==> src/rtl/serial_parity_rx_pkg.sv <==
// Shared types and helpers for the serial parity receiver.
package serial_parity_rx_pkg;

  typedef enum logic [2:0] {
    IDLE   = 3'd0,
    START  = 3'd1,
    DATA   = 3'd2,
    PARITY = 3'd3,
    STOP   = 3'd4
  } rx_state_t;

  // Error flag for a completed frame: acc is the XOR of data and parity bits.
  function automatic logic parity_error(input logic acc, input logic odd);
    return acc ^ odd;
  endfunction

endpackage

==> src/rtl/serial_parity_rx_sync_2ff.sv <==
// Two-flop synchroniser for an asynchronous single-bit input.
module sync_2ff #(
  parameter logic RESET_VAL = 1'b1
) (
  input  logic clk,
  input  logic reset_n,
  input  logic d,
  output logic q
);

  logic meta;

  always_ff @(posedge clk or negedge reset_n) begin
    if (!reset_n) begin
      meta <= RESET_VAL;
      q    <= RESET_VAL;
    end else begin
      meta <= d;
      q    <= meta;
    end
  end

endmodule

==> src/rtl/serial_parity_rx.sv <==
// Serial receiver: start, LSB-first data, parity, stop; word presented on valid/ready.
// Handshake: a word transfers on any rising edge where data_valid & data_ready; data_valid holds until then.
module serial_parity_rx
  import serial_parity_rx_pkg::*;
#(
  parameter int DATA_WIDTH   = 8,
  parameter int CLKS_PER_BIT = 16,
  parameter int ODD_PARITY   = 0
) (
  input  logic                  clk,
  input  logic                  reset_n,
  input  logic                  rx,
  output logic [DATA_WIDTH-1:0] data_out,
  output logic                  parity_err,
  output logic                  frame_err,
  output logic                  data_valid,
  input  logic                  data_ready,
  output logic                  overrun,
  output logic [2:0]            state_dbg
);

  localparam int BW  = (CLKS_PER_BIT > 1) ? $clog2(CLKS_PER_BIT) : 1;
  localparam int BCW = $clog2(DATA_WIDTH + 1);
  localparam logic [BW-1:0]  BAUD_MAX = BW'(CLKS_PER_BIT - 1);
  localparam logic [BW-1:0]  BAUD_HALF = BW'(CLKS_PER_BIT / 2 - 1);
  localparam logic [BCW-1:0] BIT_LAST = BCW'(DATA_WIDTH - 1);
  localparam logic ODD = 1'(ODD_PARITY);

  rx_state_t state, state_next;
  logic rx_s, rx_prev;
  logic [BW-1:0]  baud_cnt;
  logic [BCW-1:0] bit_cnt;
  logic [DATA_WIDTH-1:0] shift_reg;
  logic [DATA_WIDTH:0]   shift_cat;
  logic acc;
  logic clr, do_data, do_par, do_stop;
  logic baud_done, half_done;

  sync_2ff #(.RESET_VAL(1'b1)) u_sync (
    .clk     (clk),
    .reset_n (reset_n),
    .d       (rx),
    .q       (rx_s)
  );

  assign baud_done = (baud_cnt == BAUD_MAX);
  assign half_done = (baud_cnt == BAUD_HALF);
  assign shift_cat = {rx_s, shift_reg};
  assign state_dbg = state;

  always_ff @(posedge clk or negedge reset_n) begin
    if (!reset_n) state <= IDLE;
    else          state <= state_next;
  end

  always_comb begin
    state_next = state;
    clr        = 1'b0;
    do_data    = 1'b0;
    do_par     = 1'b0;
    do_stop    = 1'b0;
    unique case (state)
      IDLE: if (rx_prev && !rx_s) begin
        state_next = START;
        clr        = 1'b1;
      end
      // Mid-start check rejects glitches shorter than half a bit.
      START: if (half_done) begin
        clr        = 1'b1;
        state_next = rx_s ? IDLE : DATA;
      end
      DATA: if (baud_done) begin
        do_data = 1'b1;
        if (bit_cnt == BIT_LAST) state_next = PARITY;
      end
      PARITY: if (baud_done) begin
        do_par     = 1'b1;
        state_next = STOP;
      end
      STOP: if (baud_done) begin
        do_stop    = 1'b1;
        state_next = IDLE;
      end
      default: state_next = IDLE;
    endcase
  end

  always_ff @(posedge clk or negedge reset_n) begin
    if (!reset_n) begin
      rx_prev   <= 1'b1;
      baud_cnt  <= '0;
      bit_cnt   <= '0;
      shift_reg <= '0;
      acc       <= 1'b0;
    end else begin
      rx_prev <= rx_s;
      if (state == IDLE || clr || do_data || do_par || do_stop) baud_cnt <= '0;
      else                                                       baud_cnt <= baud_cnt + 1'b1;
      if (clr) begin
        bit_cnt <= '0;
        acc     <= 1'b0;
      end else if (do_data) begin
        bit_cnt   <= (bit_cnt == BIT_LAST) ? '0 : bit_cnt + 1'b1;
        shift_reg <= shift_cat[DATA_WIDTH:1];
        acc       <= acc ^ rx_s;
      end else if (do_par) begin
        acc <= acc ^ rx_s;
      end
    end
  end

  // A completed frame is only loaded if the output slot is free or draining this cycle.
  always_ff @(posedge clk or negedge reset_n) begin
    if (!reset_n) begin
      data_out   <= '0;
      parity_err <= 1'b0;
      frame_err  <= 1'b0;
      data_valid <= 1'b0;
      overrun    <= 1'b0;
    end else begin
      overrun <= 1'b0;
      if (do_stop) begin
        if (!data_valid || data_ready) begin
          data_out   <= shift_reg;
          parity_err <= parity_error(acc, ODD);
          frame_err  <= ~rx_s;
          data_valid <= 1'b1;
        end else begin
          overrun <= 1'b1;
        end
      end else if (data_valid && data_ready) begin
        data_valid <= 1'b0;
      end
    end
  end

endmodule

==> config.mk <==
export PLATFORM = sky130hd
export DESIGN_NAME = serial_parity_rx
export DESIGN_NICKNAME = d
export VERILOG_FILES = /design/src/rtl/serial_parity_rx_pkg.sv /design/src/rtl/serial_parity_rx_sync_2ff.sv /design/src/rtl/serial_parity_rx.sv
export SDC_FILE = /design/constraint.sdc
export NUM_CORES = 1
export LEC_CHECK = 0
export ABC_AREA = 1
export BUFFER_PORTS_ARGS = -buffer_cell sky130_fd_sc_hd__buf_2
export CAP_MARGIN = 20
export CORE_MARGIN = 3
export CORE_UTILIZATION = 53
export CTS_BUF_LIST = sky130_fd_sc_hd__clkbuf_8
export DETAILED_ROUTE_END_ITERATION = 6
export PLACE_DENSITY = 0.77
export SYNTH_ARGS = -nofsm -noshare
export SYNTH_HDL_FRONTEND = slang
export SYNTH_SLANG_ARGS = --single-unit
==> constraint.sdc <==
create_clock -name clk -period 1.2 [get_ports clk]
set_input_delay 0.06 -clock clk [delete_from_list [all_inputs] [get_ports clk]]
set_output_delay 0.06 -clock clk [all_outputs]
set_load 0.1 [all_outputs]
==> impl_metrics.json, run 1 <==
{
  "status": "complete, but fails checks",
  "violations": "negative setup slack",
  "finalSetupViolations": 32,
  "crit_type": "reg -> reg",
  "clkLatencyLatePin_ns": 0.29,
  "clk_pin_slew_ns": 0.08,
  "drtIter0Drc": 117,
  "post-route-period-util": 1.23,
  "hold_ws_ns": 0.240,
  "grt_pass1_wl_um": 7210,
  "synth_largest_area_cell": "dfrtp_1",
  "ys_seq_elements": 35,
  "detail_route.drc_violations": 0,
  "globalplace.congestion": 0.813,
  "pin_count": 19,
  "post_drt_via_cell_ratio": 6.00,
  "area_growth_pct": 57.7,
  "slew_viol_final": 0,
  "syn_area_per_cell_um2": 9.34,
  "place_area_mm2": 0.00197,
  "required_ns": 1.41,
  "fin_skew_ns": 0.00682,
  "tns_ns": -5.45,
  "ir_drop_mv": 1.50,
  "tritoncts": "built",
  "leakage_nw": 1.21,
  "nets": 232,
  "io_buffers": 18,
  "slew_headroom": 0.674,
  "drt-pass1-iter-count": 5,
  "die_y_um": 60.6,
  "dp_hpwl_um": 2400,
  "track_usage": 0.278,
  "grt_pass1_vias": 1515,
  "overflow": 0,
  "vias": 1548,
  "yosys_warnings": 0,
  "synth_area_mm2": 0.00158,
  "async_reset_ff_frac": 1.00,
  "num_rows": 19,
  "yosysMostFrequentCell": "nand2_1",
  "core_mm2": 0.00281,
  "start_util": 0.562,
  "ys_types": 26,
  "finalHoldViolCount": 0,
  "cts_buffer_depth": 2,
  "fmax_ghz": 0.677,
  "cts-root-buf": "clkbuf_8",
  "drive_above_1_share": 0.612,
  "wirelength_um": 5310,
  "ant_nets": 0,
  "synth_top_flop_cell": "dfrtp_1",
  "synth_top_area_frac": 0.508,
  "drv_cap": 0,
  "cts-buffers-inserted": 5,
  "die_w_um": 60.6,
  "synth_common_cells": "45 x nand2_1, 32 x dfrtp_1, 17 x inv_1",
  "synth_area_leaders": "dfrtp_1 51%, nand2_1 11%, dfstp_2 5.0%",
  "grt_max_degree": 19,
  "crit_arrival_ns": 1.69,
  "finalCriticalPeriod_ns": 1.48,
  "antenna_found_initial": 0,
  "ys_seq_area_frac": 0.557,
  "crit_fanout": 5,
  "utilization": 0.887,
  "cp-start-kind": "flip-flop",
  "synth_edf_count": 0,
  "synth_fp_nets": 175,
  "die_area_mm2": 0.00367,
  "grt_setup_unrepaired": "yes",
  "min_path_type": "in -> async",
  "finish.instance_area_mm2": 0.00249,
  "cellPowerDensity_mw_per_mm2": 1530,
  "endpoint_kind": "flip-flop",
  "wl_per_cell_um": 20.6,
  "worst_slack_ns": -0.276,
  "syn-instance-count": 169,
  "htree_levels": 2,
  "diodes": 0,
  "cts.sinks": 35,
  "worstMarginPinSlew_ns": 0.493
}
==> through the flow <==
step | total power [mW] | std cells | worst slack [ns]
global placement | 2.43 | 236 | -0.140
CTS | 3.45 | 256 | -0.142
finish | 3.81 | 258 | -0.276
floorplan | 2.03 | 169 | -0.249
detailed placement | 2.48 | 236 | -0.218
global route | 3.95 | 258 | -0.298
==> final timing paths <==
kind | startpoint | endpoint | slack [ns] | depth (start not counted)
max | state_dbg[0]$_DFFE_PN0P_ | baud_cnt[2]$_DFF_PN0_ | -0.28 | 6
max in group asynchronous | reset_n | bit_cnt[3]$_DFFE_PN0P_ | 0.51 | 3
min | reset_n | parity_err$_DFFE_PN0P_ | 0.24 | 2
min reg2reg | u_sync.meta$_DFF_PN1_ | u_sync.q$_DFF_PN1_ | 0.36 | 0
max reg2reg | state_dbg[0]$_DFFE_PN0P_ | baud_cnt[2]$_DFF_PN0_ | -0.28 | 6
min in group clk | data_ready | data_valid$_DFFE_PN0P_ | 0.30 | 5
==> final cells by class <==
type	count	area, um^2
Clock buffer	5	68.8
Clock inverter	3	17.5
Fill cell	116	317
Inverter	18	80.1
Multi-Input combinational cell	116	927
Sequential cell	35	895
Tap cell	31	38.8
Timing Repair Buffer	50	462
==> cell usage in the layout (no fill, tap or decap), types with 6 or more instances in the layout <==
| cell type | synthesis | layout |
|---|---|---|
| buf_12 | 0 | 7 |
| inv_1 | 17 | 14 |
| nor2_4 | 1 | 6 |
| dfrtp_1 | 32 | 28 |
| nand2_2 | 0 | 15 |
| nand3_1 | 11 | 8 |
| o21ai_2 | 9 | 17 |
| buf_4 | 0 | 21 |
| nand2_4 | 1 | 11 |
| nand2_1 | 45 | 19 |
| buf_2 | 1 | 10 |
| nor2_2 | 2 | 10 |
==> critical path, stage by stage, from the launching register on <==
cell and delay, ns:
dfrtp_4 0.52, buf_4 0.16, nand3_2 0.10, nor2_1 0.07, nor2_2 0.21, nand4_4 0.18, nor2_2 0.16
==> metal layers <==
metal  global-route usage  wire length [um]  vias up
met1                0.337              1910      756
met2                0.456              2670       96
met4                0.142               307        0
li1                     -                 -      665
met3               0.0745               419       31
met5                    0                 0        -
==> timing repair <==
action,CTS,global route
hold endpoints to repair,15,0
pin swaps,7,12
endpoints found under the setup margin,31,35
gates resized for setup,39,54
cloned,4,0
buffers inserted,6,3
hold buffers,2,0
==> power by group <==
group	leakage (nW)	internal (mW)	switching, mW
clock network	0.0493	0.401	0.437
registers	0.467	1.28	0.121
logic	0.691	0.667	0.909
==> cell families (layout without fill, tap and decap cells) <==
kind of cell	after synthesis	in the layout	synth area share
DFF	35	35	0.557
and+or+nand+nor	84	87	0.247
buffers and inverters	21	76	0.0603
xor gates and xnor gates	4	4	0.0222
AOI/OAI and AO/OA	23	23	0.0975
adders and majority gates	2	2	0.0159
Note: power is estimated with default switching activity, not from simulation.
==> run 2: changes to the inputs <==
CORE_UTILIZATION = 59   (was 53)
GPL_TIMING_DRIVEN = 0   (was not set)
PLACE_DENSITY = 0.81   (was 0.77)
clock period = 1.4 ns   (was 1.2 ns; I/O delays follow)
==> impl_metrics.json, run 2 (synthesized netlist as in run 1, its figures left out) <==
{
  "endpoint_kind": "flip-flop",
  "dp_slack_ns": -0.0532,
  "internal_power_mw": 1.92,
  "htree_levels": 2,
  "tritoncts": "built",
  "worstPathCellList": "nor2_4 > buf_4 > nand2_1 > nor2_1 > nor2_2 > o211ai_1 > nand2_1",
  "place_inst": 217,
  "post-route-period-util": 1.07,
  "die_w_um": 57.7,
  "finalCriticalPeriod_ns": 1.50,
  "crit_cells": 7,
  "finish.instance_area_mm2": 0.00205,
  "crit_top_cell": "nand2_1",
  "tns_ns": -0.304,
  "drt-pass1-iter-count": 5,
  "track_usage": 0.203,
  "place_area_mm2": 0.00173,
  "die_area_mm2": 0.00333,
  "grt_pass1_vias": 1197,
  "min_path_type": "in -> reg",
  "hold_ws_ns": 0.180,
  "final_common_cell": "nand2_1",
  "clk_pin_slew_ns": 0.08,
  "reg2reg_slack_ns": -0.10,
  "detail_route.drc_violations": 0,
  "violations": "negative setup slack",
  "cts-root-buf": "clkbuf_8",
  "slew_viol_final": 0,
  "fin_skew_ns": 0.0120,
  "max_stage_delay_ns": 0.52,
  "fmax_ghz": 0.666,
  "status": "complete, but fails checks",
  "pin_count": 19,
  "ff2ff_path_depth": 7,
  "r2r-start": "state_dbg[0]$_DFFE_PN0P_",
  "crit_path_start": "state_dbg[0]$_DFFE_PN0P_",
  "crit_arrival_ns": 1.67,
  "r2r-end": "acc$_DFFE_PN0P_",
  "instances_no_fill": 237,
  "drive_above_1_share": 0.377,
  "ant_nets": 0,
  "wl_per_cell_um": 14.7,
  "worstMarginPinSlew_ns": 0.760,
  "vias": 1280,
  "io_buffers": 18,
  "diodes": 0,
  "endpoint": "acc$_DFFE_PN0P_",
  "ir_drop_mv": 1.84,
  "finalSetupViolations": 6,
  "leakage_nw": 1.01,
  "grt_max_degree": 36,
  "finalHoldViolCount": 0,
  "cellPowerDensity_mw_per_mm2": 1440,
  "core_mm2": 0.00250,
  "die_y_um": 57.7,
  "start_util": 0.631,
  "post_drt_via_cell_ratio": 5.40,
  "utilization": 0.819,
  "critPathTopFamily": "simple AND/OR/NAND/NOR gates",
  "overflow": 0,
  "cts-buffers-inserted": 5,
  "p_comb_frac": 0.271,
  "cpMaxStageDelayCell": "dfrtp_4",
  "num_rows": 18,
  "crit_fanout": 6,
  "drv_cap": 0,
  "area_growth_pct": 29.8,
  "swShare": 0.348,
  "slew_headroom": 0.493,
  "drtIter0Drc": 48,
  "antenna_found_initial": 0,
  "cp_num_buf_inv": 1,
  "power_mw": 2.94,
  "cts_buffer_depth": 2,
  "dp_hpwl_um": 1970,
  "switching_power_mw": 1.02,
  "grt_pass1_wl_um": 5140,
  "globalplace.congestion": 0.817,
  "wirelength_um": 3480,
  "nFillCells": 147,
  "p_clk_frac": 0.319,
  "grt_setup_unrepaired": "yes",
  "cts.sinks": 35,
  "crit_type": "reg -> reg",
  "nets": 212,
  "clkLatencyLatePin_ns": 0.29,
  "worst_slack_ns": -0.101,
  "pwr-share-seq": 0.409,
  "required_ns": 1.57,
  "mostFrequentLayoutCells": "41 x nand2_1, 28 x dfrtp_1, 19 x buf_2",
  "cp-start-kind": "flip-flop"
}
## run 2: routing by layer
layer / up-vias / track usage / wire length, um
met5: - / 0 / 0
met4: 0 / 0.113 / 102
met3: 11 / 0.0535 / 187
met2: 41 / 0.323 / 1780
met1: 615 / 0.253 / 1410
li1: 613 / - / -
## run 2: worst min path at each step
stage                     startpoint                       to  slack, ns  cells after the start
final                     data_ready   data_valid$_DFFE_PN0P_       0.18                      4
after global routing      data_ready        overrun$_DFF_PN0_       0.21                      4
after CTS                 data_ready   data_valid$_DFFE_PN0P_       0.17                      4
after detailed placement     reset_n  data_out[0]$_DFFE_PN0P_       0.17                      1
after global placement       reset_n  data_out[6]$_DFFE_PN0P_       0.16                      1
after floorplan              reset_n          acc$_DFFE_PN0P_      -0.23                      0
## run 2: repair_timing
action,in CTS,in global routing
hold endpoints to repair,33,0
buffers inserted,0,10
resized for setup,2,18
pin swaps,0,10
hold buffers,2,0
endpoints found under the setup margin,27,28
## run 2: worst min-delay path, stage by stage
cell and delay [ns]:
buf_2 0.08, inv_1 0.03, nand2_1 0.18, nand2_1 0.08
## run 2: power groups by stage
| stage | registers (mW) | clock network (mW) | logic [mW] |
|---|---|---|---|
| finish | 1.20 | 0.940 | 0.798 |
| global route | 1.21 | 0.985 | 0.878 |
| CTS | 1.20 | 0.946 | 0.643 |
| detailed placement | 1.21 | 0 | 0.619 |
| global placement | 1.20 | 0 | 0.606 |
| floorplan | 1.38 | 0 | 0.327 |
## run 2: layout make-up
| class | instances | area (um^2) | area share |
|---|---|---|---|
| inverter | 18 | 72.6 | 0.0354 |
| tap | 30 | 37.5 | 0.0183 |
| multi-input combinational | 113 | 687 | 0.335 |
| sequential | 35 | 892 | 0.436 |
| clock inverter | 2 | 35.0 | 0.0171 |
| buffer | 3 | 27.5 | 0.0134 |
| timing repair buffer | 30 | 214 | 0.104 |
| clock buffer | 6 | 82.6 | 0.0403 |
==> run 3: changes to the inputs <==
clock period = 1.5 ns   (was 1.4 ns; I/O delays follow)
==> impl_metrics.json, run 3 (synthesized netlist as in run 1, its figures left out) <==
{
  "status": "finished, final reports clean",
  "cts_buffer_depth": 2,
  "finish.instance_area_mm2": 0.00185,
  "dp_slack_ns": 0.0186,
  "start_util": 0.631,
  "ant_nets": 0,
  "post-route-period-util": 0.960,
  "slew_viol_final": 0,
  "cts-root-buf": "clkbuf_8",
  "crit_arrival_ns": 1.61,
  "area_growth_pct": 17.1,
  "finalCriticalPeriod_ns": 1.44,
  "detail_route.drc_violations": 0,
  "worstMarginPinSlew_ns": 0.737,
  "wirelength_um": 2950,
  "tritoncts": "built",
  "cp-start-kind": "flip-flop",
  "mostFrequentLayoutCells": "45 x nand2_1, 28 x dfrtp_1, 19 x buf_2",
  "leakage_nw": 0.919,
  "dp_hpwl_um": 2000,
  "tns_ns": 0,
  "cellPowerDensity_mw_per_mm2": 1300,
  "finalHoldViolCount": 0,
  "slew_headroom": 0.509,
  "worst_slack_ns": 0.0593,
  "post_drt_via_cell_ratio": 5.37,
  "die_w_um": 57.7,
  "place_area_mm2": 0.00172,
  "htree_levels": 2,
  "fin_skew_ns": 0.00907,
  "fmax_ghz": 0.694,
  "num_rows": 18,
  "overflow": 0,
  "grt_pass1_wl_um": 5200,
  "endpoint_kind": "flip-flop",
  "grt_pass1_vias": 1148,
  "drtIter0Drc": 62,
  "vias": 1225,
  "die_y_um": 57.7,
  "die_area_mm2": 0.00333,
  "track_usage": 0.208,
  "nets": 203,
  "min_path_type": "in -> reg",
  "crit_type": "reg -> reg",
  "io_buffers": 18,
  "drive_above_1_share": 0.288,
  "drv_cap": 0,
  "antenna_found_initial": 0,
  "clkLatencyLatePin_ns": 0.29,
  "pin_count": 19,
  "final_common_cell": "nand2_1",
  "core_mm2": 0.00250,
  "crit_fanout": 10,
  "ir_drop_mv": 1.23,
  "drt-pass1-iter-count": 4,
  "grt_max_degree": 36,
  "clk_pin_slew_ns": 0.07,
  "cts-buffers-inserted": 5,
  "diodes": 0,
  "finalSetupViolations": 0,
  "wl_per_cell_um": 12.9,
  "globalplace.congestion": 0.853,
  "cts.sinks": 35,
  "required_ns": 1.67
}
==> run 3: cell count changes in the layout (fill, tap and decap cells not counted), sizes merged <==
cell	change
clkbuf	-1
inv	+1
buf	-9
bufinv	-1
clkinvlp	+1
==> run 3: timing repair <==
action                                  CTS  global route
hold buffers                              2             0
endpoints found under the setup margin    2            13
resized for setup                         1             3
endpoints found under the hold margin    33             0
buffers inserted                          0             1
==> run 3: path summary, 6_finish.rpt <==
path | slack [ns] | depth (start not counted) | to | from
max | 0.06 | 7 | parity_err$_DFFE_PN0P_ | state_dbg[0]$_DFFE_PN0P_
min reg2reg | 0.36 | 0 | u_sync.q$_DFF_PN1_ | u_sync.meta$_DFF_PN1_
min in group asynchronous | 0.38 | 2 | data_out[0]$_DFFE_PN0P_ | reset_n
min | 0.18 | 4 | data_valid$_DFFE_PN0P_ | data_ready
max reg2reg | 0.06 | 7 | parity_err$_DFFE_PN0P_ | state_dbg[0]$_DFFE_PN0P_
max in group asynchronous | 0.57 | 2 | state_dbg[1]$_DFFE_PN0P_ | reset_n
==> run 3: per-layer routing <==
layer  up-vias  GRT usage  wire [um]
li1        598          -          -
met1       572      0.265       1280
met2        46      0.316       1400
met3         9     0.0535        187
met4         0      0.132         85
met5         -          0          0
==> run 3: critical path, stage by stage, from the launching register on <==
cell     delay [ns]
dfrtp_4        0.52
inv_1          0.13
nand3_2        0.14
nor2_4         0.16
nand2_4        0.11
buf_6          0.17
nand2_1        0.06
nand2_1        0.05
==> run 3: through the flow <==
| stage | instances | util | hold WS [ns] | total power [mW] |
|---|---|---|---|---|
| floorplan | 169 | - | -0.221 | 1.57 |
| global placement | 217 | 0.686 | 0.166 | 1.66 |
| detailed placement | 217 | 0.686 | 0.177 | 1.68 |
| CTS | 227 | 0.729 | 0.183 | 2.34 |
| global route | 228 | 0.739 | 0.214 | 2.52 |
| finish | 228 | 0.739 | 0.178 | 2.39 |
==> run 3: final cells by class <==
cell class	count	area (um^2)
Timing Repair Buffer	21	118
Multi-Input combinational cell	113	623
Inverter	18	67.6
Fill cell	175	652
Clock inverter	3	16.3
Sequential cell	35	890
Tap cell	30	37.5
Buffer	3	27.5
Clock buffer	5	68.8
==> run 3: report_power, final <==
group	switching, mW	internal [mW]	total [mW]
combinational	0.454	0.185	0.639
clock	0.328	0.317	0.645
sequential	0.0885	1.02	1.11
total	0.870	1.52	2.39
